==> src/rtl/ps2_scancode_sequencer.sv <==
// PS/2 set-2 byte sequencer: folds E0/F0 prefixes into 16-bit scancodes,
// emits make/break/error strobes and tracks held levels for the arrow keys.
module ps2_scancode_sequencer #(
  parameter int unsigned TIMEOUT_CYCLES = 100000
) (
  input  logic        clk,
  input  logic        resetn,
  input  logic [7:0]  rx_data,
  input  logic        rx_valid,
  output logic [15:0] scancode,
  output logic        make_strobe,
  output logic        break_strobe,
  output logic        err_strobe,
  output logic        left,
  output logic        down,
  output logic        right,
  output logic        up
);

  localparam int unsigned CW = $clog2(TIMEOUT_CYCLES) + 1;
  localparam logic [CW-1:0] CNT_LAST = CW'(TIMEOUT_CYCLES - 1);

  typedef enum logic [1:0] {IDLE, EXT, BRK, EXT_BRK} state_t;

  state_t        state, state_nx;
  logic [CW-1:0] cnt, cnt_nx;
  logic [15:0]   code, code_nx;
  logic [3:0]    held, held_nx, hit;
  logic          make_nx, break_nx, err_nx;
  logic          is_e0, is_f0, is_overrun;

  assign is_e0      = (rx_data == 8'hE0);
  assign is_f0      = (rx_data == 8'hF0);
  assign is_overrun = (rx_data == 8'h00) || (rx_data == 8'hFF);

  // Candidate code for the current byte; only latched on a make or break.
  assign code = {((state == EXT) || (state == EXT_BRK)) ? 8'hE0 : 8'h00, rx_data};
  assign hit  = {code == 16'hE075, code == 16'hE074, code == 16'hE072, code == 16'hE06B};

  assign {up, right, down, left} = held;

  always_ff @(posedge clk) begin
    if (!resetn) begin
      state        <= IDLE;
      cnt          <= '0;
      scancode     <= '0;
      make_strobe  <= 1'b0;
      break_strobe <= 1'b0;
      err_strobe   <= 1'b0;
      held         <= '0;
    end else begin
      state        <= state_nx;
      cnt          <= cnt_nx;
      scancode     <= code_nx;
      make_strobe  <= make_nx;
      break_strobe <= break_nx;
      err_strobe   <= err_nx;
      held         <= held_nx;
    end
  end

  always_comb begin
    state_nx = state;
    cnt_nx   = cnt;
    code_nx  = scancode;
    make_nx  = 1'b0;
    break_nx = 1'b0;
    err_nx   = 1'b0;
    held_nx  = held;

    if (rx_valid) begin
      cnt_nx = '0;
      if (is_overrun) begin
        err_nx   = 1'b1;
        held_nx  = '0;
        state_nx = IDLE;
      end else begin
        case (state)
          IDLE: begin
            if (is_e0)      state_nx = EXT;
            else if (is_f0) state_nx = BRK;
            else            make_nx  = 1'b1;
          end
          EXT: begin
            if (is_f0) state_nx = EXT_BRK;
            else if (!is_e0) begin
              make_nx  = 1'b1;
              state_nx = IDLE;
            end
          end
          BRK: begin
            if (is_e0) begin
              err_nx   = 1'b1;
              state_nx = EXT;
            end else if (!is_f0) begin
              break_nx = 1'b1;
              state_nx = IDLE;
            end
          end
          EXT_BRK: begin
            if (is_e0 || is_f0) err_nx   = 1'b1;
            else                break_nx = 1'b1;
            state_nx = IDLE;
          end
          default: state_nx = IDLE;
        endcase
        if (make_nx) begin
          code_nx = code;
          held_nx = held | hit;
        end
        if (break_nx) begin
          code_nx = code;
          held_nx = held & ~hit;
        end
      end
    end else if (state != IDLE) begin
      // Saturating compare: the counter never passes CNT_LAST, so it cannot wrap.
      if (cnt >= CNT_LAST) begin
        err_nx   = 1'b1;
        state_nx = IDLE;
        cnt_nx   = '0;
      end else begin
        cnt_nx = cnt + CW'(1);
      end
    end
  end

endmodule

==> config.mk <==
export PLATFORM = sky130hd
export DESIGN_NAME = ps2_scancode_sequencer
export DESIGN_NICKNAME = d
export VERILOG_FILES = /design/src/rtl/ps2_scancode_sequencer.sv
export SDC_FILE = /design/constraint.sdc
export NUM_CORES = 1
export LEC_CHECK = 0
export ABC_AREA = 1
export CORE_MARGIN = 2
export CORE_UTILIZATION = 50
export CTS_BUF_LIST = sky130_fd_sc_hd__clkbuf_4 sky130_fd_sc_hd__clkbuf_8 sky130_fd_sc_hd__clkbuf_16
export CTS_CLUSTER_SIZE = 20
export DETAILED_ROUTE_END_ITERATION = 8
export HOLD_SLACK_MARGIN = 0.02
export PLACE_DENSITY = 0.77
export SLEW_MARGIN = 20
export SYNTH_ARGS = -nofsm -noshare
export SYNTH_HDL_FRONTEND = slang
export SYNTH_SLANG_ARGS = --single-unit
==> constraint.sdc <==
create_clock -name clk -period 2 [get_ports clk]
set_input_delay 0.5 -clock clk [delete_from_list [all_inputs] [get_ports clk]]
set_output_delay 0.5 -clock clk [all_outputs]
set_load 0.1 [all_outputs]
==> impl_metrics.py, run 1 <==
metrics = {
    "clock_network": {
        "cts-root-buf": "clkbuf_8",
        "clk_pin_slew_ps": 70,
        "post_cts_resized": 0,
        "cts_num_sinks": 36,
        "cts_buffers": 5,
        "htreeDepth": 2,
        "cts.path.max_buffers": 2,
        "clk_latency_ps": 290,
        "holdBufCountCts": 0,
        "postCtsSetupRepairBufs": 0,
        "cts_tree": "built",
    },
    "final_layout": {
        "drive_gt1_frac": 0.1801,
        "nNetsFinal": 323,
        "final_cells": 359,
        "syn_to_final_growth_pct": 26.95,
        "mostFrequentLayoutCell": "nand2_1",
        "n_fill_cell": 328,
        "diodes": 0,
        "post-route-cell-area_um2": 2399,
        "final_cell_mix": "nand2_1, nor2_1, dfxtp_1, inv_1, buf_4",
    },
    "timing": {
        "drv_slew": 0,
        "setup_tns_ps": 0,
        "rsz0062_at_grt": "no",
        "period_share": 0.8832,
        "maxClockFrequency_mhz": 566.1,
        "final_hold_viol_count": 0,
        "period_minus_slack_ps": 1766,
        "setup_viol": 0,
        "fin_skew_ps": 7.572,
    },
    "setup_path": {
        "worstPathArrival_ps": 1980,
        "worstPathRequired_ps": 2210,
        "path_class": "in2reg",
        "critPathCaptureType": "flop",
        "startpoint_type": "primary input",
        "path_max_fanout": 9,
    },
    "power_and_ir_drop": {
        "p_leak_uw": 0.001040,
        "total_power_uw": 1637,
        "ir_drop_mv": 0.4470,
        "power.density_nw_per_um2": 682.3,
    },
    "floorplan": {
        "std_cell_rows": 22,
        "die_x_um": 65.47,
        "pin_count": 34,
        "dieArea_um2": 4286,
        "start_util": 0.5200,
        "core_area_um2": 3633,
        "die_h_um": 65.47,
    },
    "detailed_routing": {
        "final_antenna_net_count": 0,
        "drc": 0,
        "dr_total_vias": 1792,
        "drt_iter0_markers": 106,
        "viasPerCell": 4.992,
        "firstDrtPassIters": 4,
        "drt_wl_total_um": 4107,
        "routedWlPerCell_um": 11.44,
    },
    "global_route": {
        "grt_pass1_vias": 1656,
        "grt_pass1_wl_um": 6996,
        "globalRouteOverflowTotal": 0,
        "track_usage": 0.2094,
        "antenna_found_initial": 0,
        "grt_max_degree": 16,
    },
    "synthesis": {
        "synth-edff-count": 0,
        "synth.distinct_cells": 35,
        "syn-cell-area_um2": 1889,
        "yosysWarnings": 0,
        "ys_seq_area_frac": 0.3815,
        "async_flop_share": 0,
        "synthCells": 268,
        "avgSynthCellArea_um2": 7.050,
        "synthFlopType": "dfxtp_1",
        "synth-seq-cells": 36,
    },
    "hold_path": {
        "hold_class": "reg2reg",
    },
    "place": {
        "dp.cells": 352,
        "dp_hpwl_um": 3226,
        "placement.io_buffers": 28,
        "post_dp_cell_area_um2": 2317,
        "routabilityCongestion": 0.8790,
    },
    "job": {
        "max_cap_violations": 0,
    },
    "run_status": {
        "status": "finished clean",
    },
}
cells in the mapped netlist (2+ instances only):
cell type | count | area, um^2
a21oi_1 | 21 | 105.1
buf_4 | 9 | 67.56
dfxtp_1 | 36 | 720.7
inv_1 | 30 | 112.6
nand2_1 | 47 | 176.4
nand2_2 | 3 | 18.77
nand3_1 | 20 | 100.1
nand3b_1 | 2 | 15.01
nand4_1 | 2 | 12.51
nor2_1 | 41 | 153.9
nor2_2 | 2 | 12.51
nor3_1 | 10 | 50.05
nor3_2 | 2 | 20.02
nor3b_1 | 2 | 15.01
o211ai_1 | 3 | 22.52
o21ai_0 | 14 | 70.07
xnor2_1 | 3 | 26.28
xor2_1 | 4 | 35.03
state kept, by name (all words and copies together), names as in the netlist:
name and flops:
break_strobe 1, make_strobe 1, cnt 18, err_strobe 1, state 2, scancode 9, held 4
layout make-up:
| cell class | instances | area [um^2] | area share |
|---|---|---|---|
| multi-input cells | 193 | 978.4 | 0.4079 |
| well taps | 48 | 60.06 | 0.02504 |
| clock buffers | 6 | 76.32 | 0.03182 |
| repair buffers | 43 | 435.4 | 0.1815 |
| flip-flops and latches | 36 | 720.7 | 0.3005 |
| clock inverters | 1 | 5.005 | 0.002087 |
| inverters | 32 | 122.6 | 0.05112 |
critical path, stage by stage:
cell             delay (ps)
clkdlybuf4s50_1         550
inv_1                    80
nand2_1                  70
nor2_1                   40
nand2_1                  80
nand3_1                 110
nor2_2                  150
buf_4                   180
o211ai_1                100
a21oi_1                 130
through the flow:
stage	utilization	hold slack (ps)	setup slack [ps]
2_1_floorplan	-	436.5	112.9
3_3_place_gp	0.6377	462.2	-18.66
3_5_place_dp	0.6377	472.4	-48.66
4_1_cts	0.6601	483.4	232.5
5_1_grt	0.6601	514.7	70.13
6_report	0.6601	482.9	233.6
worst paths after layout:
path	startpoint	endpoint	slack, ps	cells past startpoint
worst max-delay path	rx_data[5]	held[2]	230	10
worst min-delay path	cnt[17]	cnt[17]	480	2
worst max register to register	cnt[0]	cnt[14]	260	10
worst min register to register	cnt[17]	cnt[17]	480	2
cells by family after synthesis:
| logic type | count (synthesis) | synth area share |
|---|---|---|
| AO/OA/AOI/OAI | 41 | 0.1159 |
| XOR/XNOR | 7 | 0.03245 |
| adder cells (fa/ha/maj) | 1 | 0.006621 |
| buffers and inverters | 43 | 0.1086 |
| flip-flops | 36 | 0.3815 |
| other | 1 | 0.001985 |
| AND/OR/NAND/NOR | 139 | 0.3530 |
layer usage:
metal / track usage / share of wire / wire (um)
met5: 0 / 0 / 0
met4: 0.08333 / 0.017 / 68
met3: 0.04623 / 0.038 / 156
met2: 0.3355 / 0.46 / 1878
met1: 0.2739 / 0.49 / 2004
power by group:
group	leakage, uW	internal [uW]	switching, uW
Sequential	0.000293	740	18.1
Combinational	0.000703	102	289
Clock	0.0000445	250	238
Total	0.00104	1090	545
Power figures use the tool's default switching activity.
==> run 2: changes to the inputs <==
--- a/config.mk
+++ b/config.mk
@@ -6,13 +6,11 @@
 export NUM_CORES = 1
 export LEC_CHECK = 0
 export ABC_AREA = 1
-export CORE_MARGIN = 2
-export CORE_UTILIZATION = 50
+export CORE_UTILIZATION = 35
 export CTS_BUF_LIST = sky130_fd_sc_hd__clkbuf_4 sky130_fd_sc_hd__clkbuf_8 sky130_fd_sc_hd__clkbuf_16
 export CTS_CLUSTER_SIZE = 20
 export DETAILED_ROUTE_END_ITERATION = 8
 export HOLD_SLACK_MARGIN = 0.02
-export PLACE_DENSITY = 0.77
 export SLEW_MARGIN = 20
 export SYNTH_ARGS = -nofsm -noshare
 export SYNTH_HDL_FRONTEND = slang
==> impl_metrics.py, run 2 (synthesized netlist as in run 1, its figures left out) <==
metrics = {
    "run_status": {
        "status": "finished clean",
    },
    "final_layout": {
        "syn_to_final_growth_pct": 29.93,
        "drive_gt1_frac": 0.1911,
        "mostFrequentLayoutCell": "nand2_1",
        "final_cells": 384,
        "diodes": 0,
        "final_cell_mix": "nand2_1, nor2_1, dfxtp_1, inv_1, buf_4",
        "nNetsFinal": 325,
        "top_regs": "cnt x18, scancode x9, held x4",
        "largest_reg_flops": 18,
        "largest_register": "cnt",
    },
    "setup_path": {
        "regToRegSetupSlack_ps": 380,
        "path_class": "in2reg",
        "reg2reg_from": "cnt[0]",
        "critPathLaunch": "rx_data[0]",
        "path_max_fanout": 4,
        "worstPathArrival_ps": 1970,
        "critPathCaptureType": "flop",
        "reg2reg_to": "cnt[9]",
        "worstPathRequired_ps": 2190,
        "startpoint_type": "primary input",
        "reg2reg_depth": 10,
        "cp-endpoint": "state[1]",
    },
    "floorplan": {
        "die_x_um": 75.47,
        "std_cell_rows": 26,
        "pin_count": 34,
        "dieArea_um2": 5696,
        "core_area_um2": 5140,
        "start_util": 0.3676,
        "die_h_um": 75.47,
    },
    "place": {
        "dp.cells": 376,
        "dp_hpwl_um": 3370,
        "placement.io_buffers": 28,
        "routabilityCongestion": 0.8792,
    },
    "timing": {
        "period_minus_slack_ps": 1784,
        "drv_slew": 0,
        "final_hold_viol_count": 0,
        "setup_tns_ps": 0,
        "maxClockFrequency_mhz": 560.5,
        "fin_skew_ps": 3.507,
        "period_share": 0.8920,
        "rsz0062_at_grt": "no",
        "setup_viol": 0,
    },
    "detailed_routing": {
        "drc": 0,
        "viasPerCell": 4.656,
        "final_antenna_net_count": 0,
        "drt_iter0_markers": 94,
        "dr_total_vias": 1788,
        "routedWlPerCell_um": 11.21,
        "firstDrtPassIters": 4,
        "drt_wl_total_um": 4303,
    },
    "global_route": {
        "antenna_found_initial": 0,
        "track_usage": 0.1706,
        "globalRouteOverflowTotal": 0,
        "grt_pass1_wl_um": 7334,
        "grt_max_degree": 16,
        "grt_pass1_vias": 1652,
    },
    "clock_network": {
        "cts_num_sinks": 36,
        "cts.path.max_buffers": 2,
        "postCtsSetupRepairBufs": 0,
        "cts_buffers": 5,
        "cts-root-buf": "clkbuf_8",
        "clk_pin_slew_ps": 70,
        "htreeDepth": 2,
        "cts_tree": "built",
        "clk_latency_ps": 290,
    },
    "job": {
        "max_cap_violations": 0,
    },
    "power_and_ir_drop": {
        "p_leak_uw": 0.001057,
        "power.density_nw_per_um2": 687.3,
        "ir_drop_mv": 0.3298,
    },
    "hold_path": {
        "hold_class": "reg2reg",
        "hp-start": "cnt[17]",
    },
}
[run 2: repair_timing]
action / in CTS / in global routing
hold buffers: 0 / 0
endpoints found under the setup margin: 0 / 1
gates resized for setup: 0 / 1
[run 2: critical path: stages]
cell and delay [ps]:
clkdlybuf4s50_1 440, nor2_1 200, nand2_1 100, inv_1 80, nand2_1 70, nand3_1 130, nand2_1 70, nand2_1 50
nand3_1 140, nor2_1 130, nor2_1 50
[run 2: where the power goes]
| part | internal (uW) | total (uW) | switching, uW | leakage [uW] |
|---|---|---|---|---|
| sequential | 740 | 757 | 17.8 | 0.000293 |
| clock | 275 | 539 | 264 | 0.0000510 |
| combinational | 102 | 391 | 288 | 0.000713 |
[run 2: metrics by stage]
step                worst slack [ps]  hold WS, ps    util  power [uW]  cell area [um^2]
floorplan                      112.9        436.5       -        1061              1904
global placement              -133.3        460.7  0.4591        1164              2360
detailed placement            -122.9        465.1  0.4591        1164              2360
CTS                            188.5        474.8  0.4771        1702              2452
global route                   5.706        503.4  0.4776        1763              2455
finish                         215.9        468.4  0.4776        1687              2455
[run 2: worst min-delay path by stage]
| stage | end | slack [ps] | cells past startpoint |
|---|---|---|---|
| final | cnt[17] | 470 | 2 |
| after global routing | cnt[17] | 500 | 2 |
| after global placement | cnt[17] | 460 | 2 |
| after floorplan | cnt[17] | 440 | 2 |
| after CTS | cnt[17] | 470 | 2 |
| after detailed placement | cnt[17] | 470 | 2 |
[run 2: layer usage]
layer,share of wire,vias up,GRT usage
li1,-,952,-
met4,0.012,0,0.04938
met2,0.43,37,0.2530
met1,0.53,794,0.2437
met3,0.032,5,0.04365
met5,0,-,0
[run 2: cell type report]
cell class	instances	area, um^2
Fill cell	550	2685
Multi-Input combinational cell	193	980.9
Sequential cell	36	720.7
Timing Repair Buffer	45	450.4
Inverter	32	122.6
Tap cell	70	87.58
Clock buffer	6	82.58
Clock inverter	2	10.01
==> run 3: changes to the inputs <==
==> constraint.sdc (replaced) <==
create_clock -name clk -period 2 [get_ports clk]
set_input_delay 0.5 -clock clk [delete_from_list [all_inputs] [get_ports clk]]
set_output_delay 0.5 -clock clk [all_outputs]
set_load 0.05 [all_outputs]
==> impl_metrics.py, run 3 (synthesized netlist as in run 1, its figures left out) <==
metrics = {
    "timing": {
        "period_minus_slack_ps": 1983,
        "maxSlewHeadroom": 0.6630,
        "maxClockFrequency_mhz": 504.2,
        "period_share": 0.9916,
        "drv_slew": 0,
        "worst_hold_slack_ps": 472.1,
        "final_hold_viol_count": 0,
        "worstMarginPinSlew_ps": 503.9,
        "setup_viol": 0,
        "rsz0062_at_grt": "no",
        "fin_skew_ps": 2.189,
    },
    "global_route": {
        "antenna_found_initial": 0,
        "track_usage": 0.1661,
        "met2_usage": 0.2421,
        "grt_pass1_vias": 1571,
        "grt.met3_usage": 0.04101,
        "grtUsageMet1": 0.2411,
        "globalRouteOverflowTotal": 0,
        "grt_pass1_wl_um": 7189,
        "grt_max_degree": 18,
        "top_usage_layer": "met2",
    },
    "clock_network": {
        "clk_pin_slew_ps": 70,
        "clk_latency_ps": 290,
        "htreeDepth": 2,
        "cts_buffers": 5,
        "cts_tree": "built",
        "holdBufCountCts": 0,
        "cts-root-buf": "clkbuf_8",
        "cts.path.max_buffers": 2,
        "post_cts_resized": 0,
        "cts_num_sinks": 36,
        "postCtsSetupRepairBufs": 0,
    },
    "hold_path": {
        "holdPathStages": 2,
        "hold_class": "reg2reg",
    },
    "setup_path": {
        "path_class": "reg2out",
        "path_buf_inv": 1,
        "critPathCaptureType": "primary output",
        "worstPathArrival_ps": 1480,
        "crit_family": "buffers and inverters",
        "slowest_delay_ps": 820,
        "path_max_fanout": 2,
        "startpoint_type": "flop",
        "reg2reg_depth": 10,
        "cp.depth": 1,
        "worst_path_max_delay_cell": "clkdlybuf4s50_1",
        "worstPathRequired_ps": 1500,
        "crit_chain": "clkdlybuf4s50_1",
    },
    "final_layout": {
        "diodes": 0,
        "n_fill_cell": 554,
        "final_cell_mix": "nand2_1, nor2_1, dfxtp_1, inv_1, buf_4",
        "syn_to_final_growth_pct": 28.01,
        "drive_gt1_frac": 0.1561,
        "nNetsFinal": 326,
        "largest_reg_flops": 18,
        "largest_register": "cnt",
        "top_regs": "cnt x18, scancode x9, held x4",
        "mostFrequentLayoutCell": "nand2_1",
    },
    "detailed_routing": {
        "dr_total_vias": 1815,
        "final_antenna_net_count": 0,
        "drt_wl_total_um": 4331,
        "drc": 0,
        "routedWlPerCell_um": 11.28,
        "drt_iter0_markers": 108,
        "firstDrtPassIters": 4,
        "viasPerCell": 4.727,
    },
    "floorplan": {
        "core_area_um2": 5140,
        "die_x_um": 75.47,
        "pin_count": 34,
        "die_h_um": 75.47,
        "std_cell_rows": 26,
        "start_util": 0.3676,
        "dieArea_um2": 5696,
    },
    "power_and_ir_drop": {
        "total_power_uw": 1631,
        "p_leak_uw": 0.001027,
        "ir_drop_mv": 0.2811,
        "power.density_nw_per_um2": 674.2,
    },
    "place": {
        "placement.io_buffers": 28,
        "routabilityCongestion": 0.8612,
        "dp_hpwl_um": 3328,
    },
    "job": {
        "max_cap_violations": 0,
    },
    "run_status": {
        "status": "finished clean",
    },
}
[run 3: cell type report]
| cell class | instances | area (um^2) | share of cell area |
|---|---|---|---|
| Inverter | 32 | 122.6 | 0.05070 |
| Tap cell | 70 | 87.58 | 0.03621 |
| Timing Repair Buffer | 46 | 410.4 | 0.1697 |
| Multi-Input combinational cell | 193 | 980.9 | 0.4056 |
| Clock buffer | 7 | 96.34 | 0.03983 |
| Sequential cell | 36 | 720.7 | 0.2980 |
[run 3: metal layers]
metal  wire length [um]  share of wire
met2               1857           0.43
met5                  0              0
met3                180          0.042
met1               2246           0.52
met4                 46          0.011
[run 3: where the power goes]
part | total [uW] | internal (uW) | switching, uW
clock | 568 | 307 | 261
combinational | 307 | 103 | 204
sequential | 756 | 740 | 16.4
[run 3: path summary, 6_finish.rpt]
kind | from | slack [ps] | endpoint
setup reg to reg | cnt[0] | 390 | cnt[5]
hold reg to reg | cnt[17] | 470 | cnt[17]
hold / removal | cnt[17] | 470 | cnt[17]
setup / recovery | scancode[2] | 20 | scancode[2]
[run 3: stage by stage]
stage / std cells / util / instance area, um^2 / setup TNS [ps] / setup WS, ps
final: 384 / 0.4705 / 2419 / 0 / 16.74
after global routing: 384 / 0.4705 / 2419 / 0 / 3.153
after CTS: 384 / 0.4701 / 2416 / 0 / 13.91
after detailed placement: 377 / 0.4513 / 2320 / -585.6 / -111.7
after global placement: 377 / 0.4513 / 2320 / -307.3 / -113.8
after floorplan: 272 / - / 1904 / 0 / 484.7
